<file path="config.mk">
export PLATFORM = sky130hd
export DESIGN_NAME = load_store_unit
export DESIGN_NICKNAME = d
export VERILOG_FILES = /design/src/rtl/rapids_lsu_pkg.sv /design/src/rtl/lsu_lane_align.sv /design/src/rtl/load_store_unit.sv
export SDC_FILE = /design/constraint.sdc
export NUM_CORES = 1
export LEC_CHECK = 0
export BUFFER_PORTS_ARGS = -buffer_cell sky130_fd_sc_hd__buf_2
export CELL_PAD_IN_SITES_DETAIL_PLACEMENT = 1
export CELL_PAD_IN_SITES_GLOBAL_PLACEMENT = 1
export CORE_UTILIZATION = 45
export DETAILED_ROUTE_END_ITERATION = 8
export PLACE_DENSITY = 0.92
export SLEW_MARGIN = 20
export SYNTH_ARGS = -nofsm -noshare
export SYNTH_HDL_FRONTEND = slang
export SYNTH_SLANG_ARGS = --single-unit
</file>
<file path="constraint.sdc">
create_clock -name clk -period 10 [get_ports clk]
set_clock_uncertainty 0.15 [all_clocks]
set_input_delay 1 -clock clk [delete_from_list [all_inputs] [get_ports clk]]
set_output_delay 1 -clock clk [all_outputs]
set_load 0.1 [all_outputs]
</file>
<file path="src/rtl/rapids_lsu_pkg.sv">
// Shared encodings for the load/store unit.
// Size codes, fault codes and FSM states.
package rapids_lsu_pkg;

  localparam logic [1:0] SZ_BYTE = 2'd0;
  localparam logic [1:0] SZ_HALF = 2'd1;
  localparam logic [1:0] SZ_WORD = 2'd2;

  localparam logic [1:0] FLT_NONE     = 2'd0;
  localparam logic [1:0] FLT_MISALIGN = 2'd1;
  localparam logic [1:0] FLT_SEGV     = 2'd2;
  localparam logic [1:0] FLT_TIMEOUT  = 2'd3;

  typedef enum logic [2:0] {
    IDLE,
    ISSUE,
    CAPTURE,
    WRITE,
    RESP
  } state_e;

  function automatic logic misaligned(
    input logic [1:0] size,
    input logic [1:0] off
  );
    logic bad;
    bad = 1'b0;
    case (size)
      SZ_BYTE: bad = 1'b0;
      SZ_HALF: bad = off[0];
      SZ_WORD: bad = (off != 2'b00);
      default: bad = 1'b1;
    endcase
    return bad;
  endfunction

endpackage

</file>
<file path="src/rtl/lsu_lane_align.sv">
// Little-endian lane extract and merge for
// sub-word loads and read-modify-write stores.
module lsu_lane_align
  import rapids_lsu_pkg::*;
(
  input  logic [31:0] word_i,
  input  logic [1:0]  off_i,
  input  logic [1:0]  size_i,
  input  logic        sgn_i,
  input  logic [31:0] wdata_i,
  output logic [31:0] value_o,
  output logic [31:0] merged_o
);

  logic [7:0]  byte_v;
  logic [15:0] half_v;

  // select the addressed lane, extend it, and splice store data in
  always_comb begin
    byte_v   = word_i[{off_i, 3'b000} +: 8];
    half_v   = off_i[1] ? word_i[31:16] : word_i[15:0];
    value_o  = word_i;
    merged_o = word_i;
    case (size_i)
      SZ_BYTE: begin
        value_o = {{24{sgn_i & byte_v[7]}}, byte_v};
        merged_o[{off_i, 3'b000} +: 8] = wdata_i[7:0];
      end
      SZ_HALF: begin
        value_o = {{16{sgn_i & half_v[15]}}, half_v};
        if (off_i[1]) merged_o[31:16] = wdata_i[15:0];
        else          merged_o[15:0]  = wdata_i[15:0];
      end
      default: ;
    endcase
  end

endmodule

</file>
<file path="src/rtl/load_store_unit.sv">
// Load/store initiator for the word-wide MMU
// data port; sub-word stores use read-modify-write.
module load_store_unit
  import rapids_lsu_pkg::*;
#(
  parameter int unsigned TIMEOUT = 16
) (
  input  logic        clk,
  input  logic        reset,
  input  logic        req_valid,
  output logic        req_ready,
  input  logic        req_store,
  input  logic [1:0]  req_size,
  input  logic        req_signed,
  input  logic [31:0] req_addr,
  input  logic [31:0] req_wdata,
  output logic        resp_valid,
  output logic [31:0] resp_rdata,
  output logic [1:0]  resp_fault,
  output logic [31:0] mem_addr,
  output logic [31:0] mem_wdata,
  output logic        mem_rd,
  output logic        mem_wd,
  input  logic [31:0] mem_rdata,
  input  logic        mem_wait,
  input  logic        mem_segv
);

  state_e      state_q, state_d;
  logic        store_q, store_d;
  logic [1:0]  size_q, size_d;
  logic        sgn_q, sgn_d;
  logic [31:0] addr_q, addr_d;
  logic [31:0] wdata_q, wdata_d;
  logic [31:0] word_q, word_d;
  logic [31:0] rdata_q, rdata_d;
  logic [1:0]  fault_q, fault_d;
  logic [31:0] cnt_q, cnt_d;

  logic [31:0] cnt_nxt;
  logic        timed_out;
  logic        wstore;
  logic [31:0] ext_v;
  logic [31:0] merged_v;

  assign cnt_nxt   = cnt_q + 32'd1;
  assign timed_out = (TIMEOUT != 0) &&
                     (cnt_nxt >= 32'(TIMEOUT));
  assign wstore    = store_q && (size_q == SZ_WORD);

  lsu_lane_align u_align (
    .word_i   (mem_rdata),
    .off_i    (addr_q[1:0]),
    .size_i   (size_q),
    .sgn_i    (sgn_q),
    .wdata_i  (wdata_q),
    .value_o  (ext_v),
    .merged_o (merged_v)
  );

  // state and latched request
  always_ff @(posedge clk or posedge reset) begin
    if (reset) begin
      state_q <= IDLE;
      store_q <= 1'b0;
      size_q  <= 2'd0;
      sgn_q   <= 1'b0;
      addr_q  <= 32'd0;
      wdata_q <= 32'd0;
      word_q  <= 32'd0;
      rdata_q <= 32'd0;
      fault_q <= FLT_NONE;
      cnt_q   <= 32'd0;
    end else begin
      state_q <= state_d;
      store_q <= store_d;
      size_q  <= size_d;
      sgn_q   <= sgn_d;
      addr_q  <= addr_d;
      wdata_q <= wdata_d;
      word_q  <= word_d;
      rdata_q <= rdata_d;
      fault_q <= fault_d;
      cnt_q   <= cnt_d;
    end
  end

  // next state, strobes and response
  always_comb begin
    state_d    = state_q;
    store_d    = store_q;
    size_d     = size_q;
    sgn_d      = sgn_q;
    addr_d     = addr_q;
    wdata_d    = wdata_q;
    word_d     = word_q;
    rdata_d    = rdata_q;
    fault_d    = fault_q;
    cnt_d      = cnt_q;
    req_ready  = 1'b0;
    resp_valid = 1'b0;
    resp_rdata = 32'd0;
    resp_fault = FLT_NONE;
    mem_addr   = 32'd0;
    mem_wdata  = 32'd0;
    mem_rd     = 1'b0;
    mem_wd     = 1'b0;
    unique case (state_q)
      IDLE: begin
        req_ready = 1'b1;
        if (req_valid) begin
          store_d = req_store;
          size_d  = req_size;
          sgn_d   = req_signed;
          addr_d  = req_addr;
          wdata_d = req_wdata;
          rdata_d = 32'd0;
          cnt_d   = 32'd0;
          if (misaligned(req_size, req_addr[1:0])) begin
            fault_d = FLT_MISALIGN;
            state_d = RESP;
          end else begin
            fault_d = FLT_NONE;
            state_d = ISSUE;
          end
        end
      end
      ISSUE: begin
        mem_addr = {2'b00, addr_q[31:2]};
        if (mem_segv) begin
          fault_d = FLT_SEGV;
          state_d = RESP;
        end else begin
          if (wstore) begin
            mem_wd    = 1'b1;
            mem_wdata = wdata_q;
          end else begin
            mem_rd = 1'b1;
          end
          if (mem_wait) begin
            cnt_d = cnt_nxt;
            if (timed_out) begin
              fault_d = FLT_TIMEOUT;
              state_d = RESP;
            end
          end else if (wstore) begin
            state_d = RESP;
          end else begin
            state_d = CAPTURE;
          end
        end
      end
      CAPTURE: begin
        mem_addr = {2'b00, addr_q[31:2]};
        if (store_q) begin
          word_d  = merged_v;
          cnt_d   = 32'd0;
          state_d = WRITE;
        end else begin
          rdata_d = ext_v;
          state_d = RESP;
        end
      end
      WRITE: begin
        mem_addr = {2'b00, addr_q[31:2]};
        if (mem_segv) begin
          fault_d = FLT_SEGV;
          state_d = RESP;
        end else begin
          mem_wd    = 1'b1;
          mem_wdata = word_q;
          if (mem_wait) begin
            cnt_d = cnt_nxt;
            if (timed_out) begin
              fault_d = FLT_TIMEOUT;
              state_d = RESP;
            end
          end else begin
            state_d = RESP;
          end
        end
      end
      RESP: begin
        resp_valid = 1'b1;
        resp_rdata = rdata_q;
        resp_fault = fault_q;
        state_d    = IDLE;
      end
      default: state_d = IDLE;
    endcase
  end

endmodule

</file>
==> reports/results.tsv, run 1 <==
metric	value	unit
status	completed	
whs	331	ps
post_cts_buffers	0	
final_cells	1410	
p_comb_share	44.6	%
clk_latency	440	ps
hold_violations	0	
layout_min_cycle_time	4150	ps
clock_sinks	169	
intPower	0.00170	W
p_sw	0.00157	W
cts_buffers	17	
ant_nets	0	
cpPeakStageDelay	770	ps
fp-row-count	52	
clkPwrFrac	19.9	%
cts_root_buf	clkbuf_16	
vias	8795	
max_cap_violations	0	
dieArea	0.0213	sq mm
min_delay_worst_endpoint	rdata_q[9]$_DFFE_PP0P_	
area_delta_synth_final	18.6	%
ir_worst_vdd	0.148	mV
wl	31900	microns
arrival	3000	ps
worst_ep_required_time	8850	ps
placed_cells	1376	
synth_area	0.00933	sq mm
p_per_area	295	mW/mm^2
grt_pass1_vias	9142	
cts_tree	yes	
crit_family	buffers and inverters	
regToRegSetupSlack	6440	ps
critPathCaptureType	output port	
worstSetupPathType	register to output port	
htree_num_levels	4	
grt_overflow	0	
synthCells	969	
dieHeight	146	microns
pwr-share-seq	35.5	%
reg2reg_to	state_q[2]$_DFFE_PP0P_	
cts.reportedPaths.clkPinSlew	70	ps
grt_max_degree	95	
synthFlopType	dfrtp_1	
io_buffer_count	204	
p_total	0.00326	W
path_cells	nand2b_1 -> nor4b_2 -> buf_4 -> a22o_1 -> buf_2	
yosys_warnings	0	
wire_per_inst	22.6	microns
switching_share	48.0	%
holdBufCountCts	0	
seq_area_frac_synth	45.3	%
cts_resized	0	
hpwl	22000	microns
worst-path-buf-inv	2	
synth-edff-count	0	
firstDrtPassIters	5	
r2r-start	cnt_q[0]$_DFFE_PP0P_	
nNetsFinal	1236	
relSlewSlack	27.1	%
critPathLaunchType	register	
timing.fmax	241	MHz
crit_slowest_cell	dfrtp_1	
die_w	146	microns
worst_pin_slew	1090	ps
antenna_found_initial	1	
drt_iter0_drc	670	
rsz0062_at_grt	no	
grt_util_all_layers	30.5	%
async_flop_share	100	%
grt_pass1_wl	50700	microns
io_pins	207	
fin_setup_tns	0	ps
drive_gt1_share	29.2	%
gp_congestion	0.938	
holdCritStartpoint	rdata_q[9]$_DFFE_PP0P_	
slew_viol_final	0	
p_leak	5.18	nW
layout_worst_path_cycle_share	41.5	%
remaining_drc_errors	0	
synth-seq-cells	169	
avgSynthCellArea	9.62	sq um
path_max_fanout	42	
coreArea	0.0203	sq mm
viasPerCell	6.24	
startpoint	state_q[2]$_DFFE_PP0P_	
hold_depth	2	
reg2regPathDepth	9	
setup_violations	0	
hp-class	register to register	
clk_path_buf_depth	2	
place_area	0.0105	sq mm
finalInstanceArea	0.0111	sq mm
initial_core_util	45.9	%
synth.distinct_cells	62	
## worst min-delay path, cell delays in order (launching register included)
cell and delay, ps:
dfrtp_1 340, nand2_1 50, o21ai_0 60
## final cells by class
class                   count  area, sq um
clock inverters            14          131
diodes                      2         5.00
flip-flops and latches    169         4230
multi-input cells         711         4770
repair buffers            213         1090
well taps                 270          338
fillers                  2403         9240
inverters                  13         53.8
clock buffers              18          439
## metrics by stage
step | setup WS [ps] | utilization (%)
6_report | 5850 | 54.5
5_1_grt | 5690 | 54.5
4_1_cts | 5870 | 54.4
3_5_place_dp | 6110 | 51.6
3_3_place_gp | 6280 | 51.6
2_1_floorplan | 4270 | -
## synthesized netlist by cell type (all sizes together) (6+ instances only)
cell / count / area (sq um)
o21ai: 62 / 310
a31oi: 18 / 113
o31ai: 9 / 67.6
nand2: 113 / 424
a21oi: 18 / 90.1
xnor2: 7 / 61.3
a22o: 73 / 639
inv: 12 / 45.0
dfrtp: 169 / 4230
a221oi: 23 / 201
mux4: 7 / 158
a22oi: 16 / 120
nand2b: 21 / 131
nand4: 13 / 87.6
and2: 34 / 213
mux2i: 7 / 70.1
clkbuf: 67 / 251
nor4: 7 / 43.8
ha: 6 / 75.1
nand3: 16 / 85.1
nor2b: 12 / 75.1
nor3: 13 / 65.1
o22ai: 8 / 50.1
nor2: 70 / 263
buf: 10 / 48.8
mux2: 66 / 743
and3: 42 / 263
## flip-flops by register name (all words and copies together), names as in the netlist
register and flops:
addr_q 32, cnt_q 32, rdata_q 32, wdata_q 32, word_q 32, state_q 3
fault_q 2, size_q 2, sgn_q 1, store_q 1
## routing by layer
| metal | up-vias | part of all wire, % | GRT usage, % |
|---|---|---|---|
| met5 | - | 0 | 0 |
| met4 | 0 | 5.0 | 15.9 |
| met3 | 119 | 6.4 | 5.30 |
| met2 | 385 | 48 | 50.2 |
| met1 | 4431 | 40 | 38.4 |
| li1 | 3860 | - | - |
## worst max-delay path by stage
stage                                 end  slack, ps  cells after the start
floorplan           addr_q[0]$_DFFE_PP0P_       4270                      1
global placement    cnt_q[16]$_DFFE_PP0P_       6280                      8
detailed placement  cnt_q[13]$_DFFE_PP0P_       6110                      9
CTS                         mem_wdata[26]       5870                      5
global route                mem_wdata[26]       5690                      5
finish                      mem_wdata[26]       5850                      5
## cells in the final DEF, fill, tap and decap left out, types with 8 or more instances in the layout
master	count
buf_2	204
dfrtp_1	169
nand2_1	113
a22o_1	73
nor2_1	68
mux2_2	66
o21ai_0	59
and3_1	42
and2_1	31
a221oi_1	23
nand2b_1	21
a21oi_1	18
a31oi_1	18
clkbuf_16	17
a22oi_1	16
nand3_1	15
nor3_1	13
nor2b_1	12
nand4_1	12
inv_1	11
o31ai_1	9
buf_4	9
o22ai_1	8
## cell families after synthesis
group | synth area share [%]
adders and majority gates | 0.805
AOI/OAI and AO/OA | 18.6
buffers and inverters | 3.74
muxes | 10.4
DFF | 45.3
other | 0.0402
xor gates and xnor gates | 0.939
and+or+nand+nor | 20.1
## power by group through the flow
| stage | combinational (W) | clock, W | sequential, W |
|---|---|---|---|
| final | 0.00146 | 0.000651 | 0.00116 |
| after global routing | 0.00155 | 0.000682 | 0.00118 |
| after CTS | 0.00144 | 0.000660 | 0.00114 |
| after detailed placement | 0.00142 | 0 | 0.00115 |
| after global placement | 0.00137 | 0 | 0.00113 |
| after floorplan | 0.00117 | 0 | 0.00104 |
(Power assumes the default switching activity.)
==> run 2, diff against run 1 <==
Settings changed: ABC_AREA set to 1, CORE_UTILIZATION 45 to 36, PLACE_DENSITY 0.92 to 0.83.
Clock period 10 ns to 3.5 ns, I/O delays scaled along.
==> run 2 against run 1 <==
First-iteration DRC count is 16% higher; via count up 24%; power increased to 3.1 times the previous value; critical endpoint is now mem_wdata[8]; sequential power increased to 2.6 times the previous value; non-clock buffer count up 75; largest cell class unchanged; clock power grew to 3.3 times the previous value; combinational power rose to 3.3 times the previous value; critical path depth is 1 higher.
==> reports/results.tsv, run 2 <==
metric	value	unit
finalInstanceArea	0.0131	sq mm
remaining_drc_errors	0	
p_leak	6.25	nW
worstSetupPathType	register to output port	
place_area	0.0118	sq mm
drt_iter0_drc	780	
clk_path_buf_depth	2	
dieHeight	168	microns
cts_buffers	17	
hold_violations	0	
nNetsFinal	1720	
post_cts_buffers	0	
slew_viol_final	0	
critPathLaunchType	register	
netlist_top_cells_area	dfrtp_1, o21ai_0, nand2_1	
cts_root_buf	clkbuf_16	
cts_tree	yes	
yosysTopAreaCell	dfrtp_1	
viasPerCell	5.54	
synth_area	0.00991	sq mm
yosysMostFrequentCell	nand2_1	
arrival	2740	ps
wire_per_inst	19.5	microns
wl	38300	microns
path_max_fanout	33	
p_per_area	763	mW/mm^2
critPathCaptureType	output port	
multi_input_area	0.00460	sq mm
dieArea	0.0282	sq mm
grt_util_all_layers	27.7	%
synth_top_area_share	42.7	%
timing.fmax	309	MHz
async_flop_share	100	%
io_buffer_count	204	
synth-seq-cells	169	
clk_latency	440	ps
status	completed	
regArea	0.00423	sq mm
hp-class	primary input to register	
area_delta_synth_final	32.2	%
final_cells	1966	
clock_sinks	169	
grt_overflow	0	
seq_area_frac_synth	42.7	%
coreArea	0.0270	sq mm
grt_max_degree	79	
die_w	168	microns
htree_num_levels	4	
cts.reportedPaths.clkPinSlew	70	ps
yosys_warnings	0	
rsz0062_at_grt	no	
vias	10900	
layout_worst_path_cycle_share	92.5	%
initial_core_util	36.8	%
hpwl	26700	microns
setup_violations	0	
max_cap_violations	0	
ir_worst_vdd	0.554	mV
relSlewSlack	46.6	%
most-common-layout-cells	nand2_1, inv_1, o21ai_0	
io_pins	207	
fp-row-count	60	
synthFlopType	dfrtp_1	
synthCells	1367	
ant_nets	0	
drive_gt1_share	19.2	%
p_total	0.0100	W
antenna_found_initial	5	
firstDrtPassIters	5	
avgSynthCellArea	7.25	sq um
synth.distinct_cells	42	
final_common_cell	nand2_1	
placed_cells	1872	
synth_common_cells	nand2_1, inv_1, o21ai_0	
worst_pin_slew	800	ps
worst_ep_required_time	3000	ps
synth-edff-count	0	
num-fill-cells	3373	
grt_pass1_vias	11200	
gp_congestion	0.921	
grt_pass1_wl	61300	microns
layout_min_cycle_time	3240	ps
[run 2: changes by cell type in the layout (fill, tap and decap cells not counted), sizes merged, moves of 42 or more]
| cell | delta |
|---|---|
| inv | +207 |
| nand2 | +154 |
| o21ai | +147 |
| nor2 | +83 |
| a22o | -73 |
| mux2 | -65 |
| nand3 | +61 |
| dlygate4sd3 | +59 |
| o22ai | +51 |
| and3 | -42 |
[run 2: power breakdown]
part           total (W)  internal (W)  leakage, nW  switching (W)
logic            0.00480       0.00110         3.76        0.00371
registers        0.00301       0.00263         2.17       0.000384
clock network    0.00218       0.00129        0.324       0.000896
total             0.0100       0.00501         6.25        0.00499
[run 2: metal layers]
| layer | vias up | wire (microns) | global-route usage [%] |
|---|---|---|---|
| met4 | 2 | 1380 | 12.2 |
| li1 | 4969 | - | - |
| met1 | 5421 | 16600 | 36.3 |
| met5 | - | 13 | 0 |
| met2 | 388 | 17900 | 44.7 |
| met3 | 104 | 2460 | 5.15 |
[run 2: final timing paths]
kind                                           end              startpoint  cells after the start  slack [ps]
max                                   mem_wdata[8]   size_q[1]$_DFFE_PP0P_                      6         260
min                         wdata_q[8]$_DFFE_PP0P_            req_wdata[8]                      3           5
max reg2reg                  word_q[1]$_DFFE_PP0P_   addr_q[1]$_DFFE_PP0P_                      9         650
min reg2reg                 fault_q[1]$_DFFE_PP0P_  fault_q[1]$_DFFE_PP0P_                      2         330
max in group asynchronous  rdata_q[18]$_DFFE_PP0P_                   reset                      4        1850
min in group asynchronous   addr_q[21]$_DFFE_PP0P_                   reset                      3         440
[run 2: final cells by class]
| cell class | instances | area share (%) |
|---|---|---|
| clock inverter | 14 | 1.80 |
| tap | 341 | 3.26 |
| multi-input combinational | 909 | 35.1 |
| antenna | 4 | 0.0764 |
| sequential | 169 | 32.3 |
| timing repair buffer | 288 | 17.8 |
| inverter | 224 | 6.45 |
| clock buffer | 17 | 3.25 |
[run 2: worst max-delay path, stage by stage, from the launching register on]
cell and delay, ps:
dfrtp_1 500, inv_2 250, nor3_1 450, nand3_1 140, buf_4 270, o21ai_0 440
buf_12 240
[run 2: through the flow]
stage | hold slack, ps | util [%] | worst slack, ps | TNS (ps)
6_report | 4.66 | 48.6 | 263 | 0
5_1_grt | 16.2 | 48.6 | 83.7 | 0
4_1_cts | 2.64 | 48.6 | 310 | 0
3_5_place_dp | 319 | 43.9 | 841 | 0
3_3_place_gp | 313 | 43.9 | 929 | 0
2_1_floorplan | 292 | - | -355 | -3840
[run 2: timing repair]
action	4_1_cts	5_1_grt
resized for setup	0	0
hold endpoints to repair	88	0
hold buffers	59	0
endpoints found under the setup margin	0	0
[run 2: kinds of logic after synthesis]
| logic type | synth area share [%] |
|---|---|
| DFF | 42.7 |
| and+or+nand+nor | 22.6 |
| AOI/OAI and AO/OA | 21.7 |
| buffers and inverters | 11.2 |
| adders and majority gates | 0.758 |
| muxes | 0.417 |
| xor gates and xnor gates | 0.695 |
| other | 0.0379 |
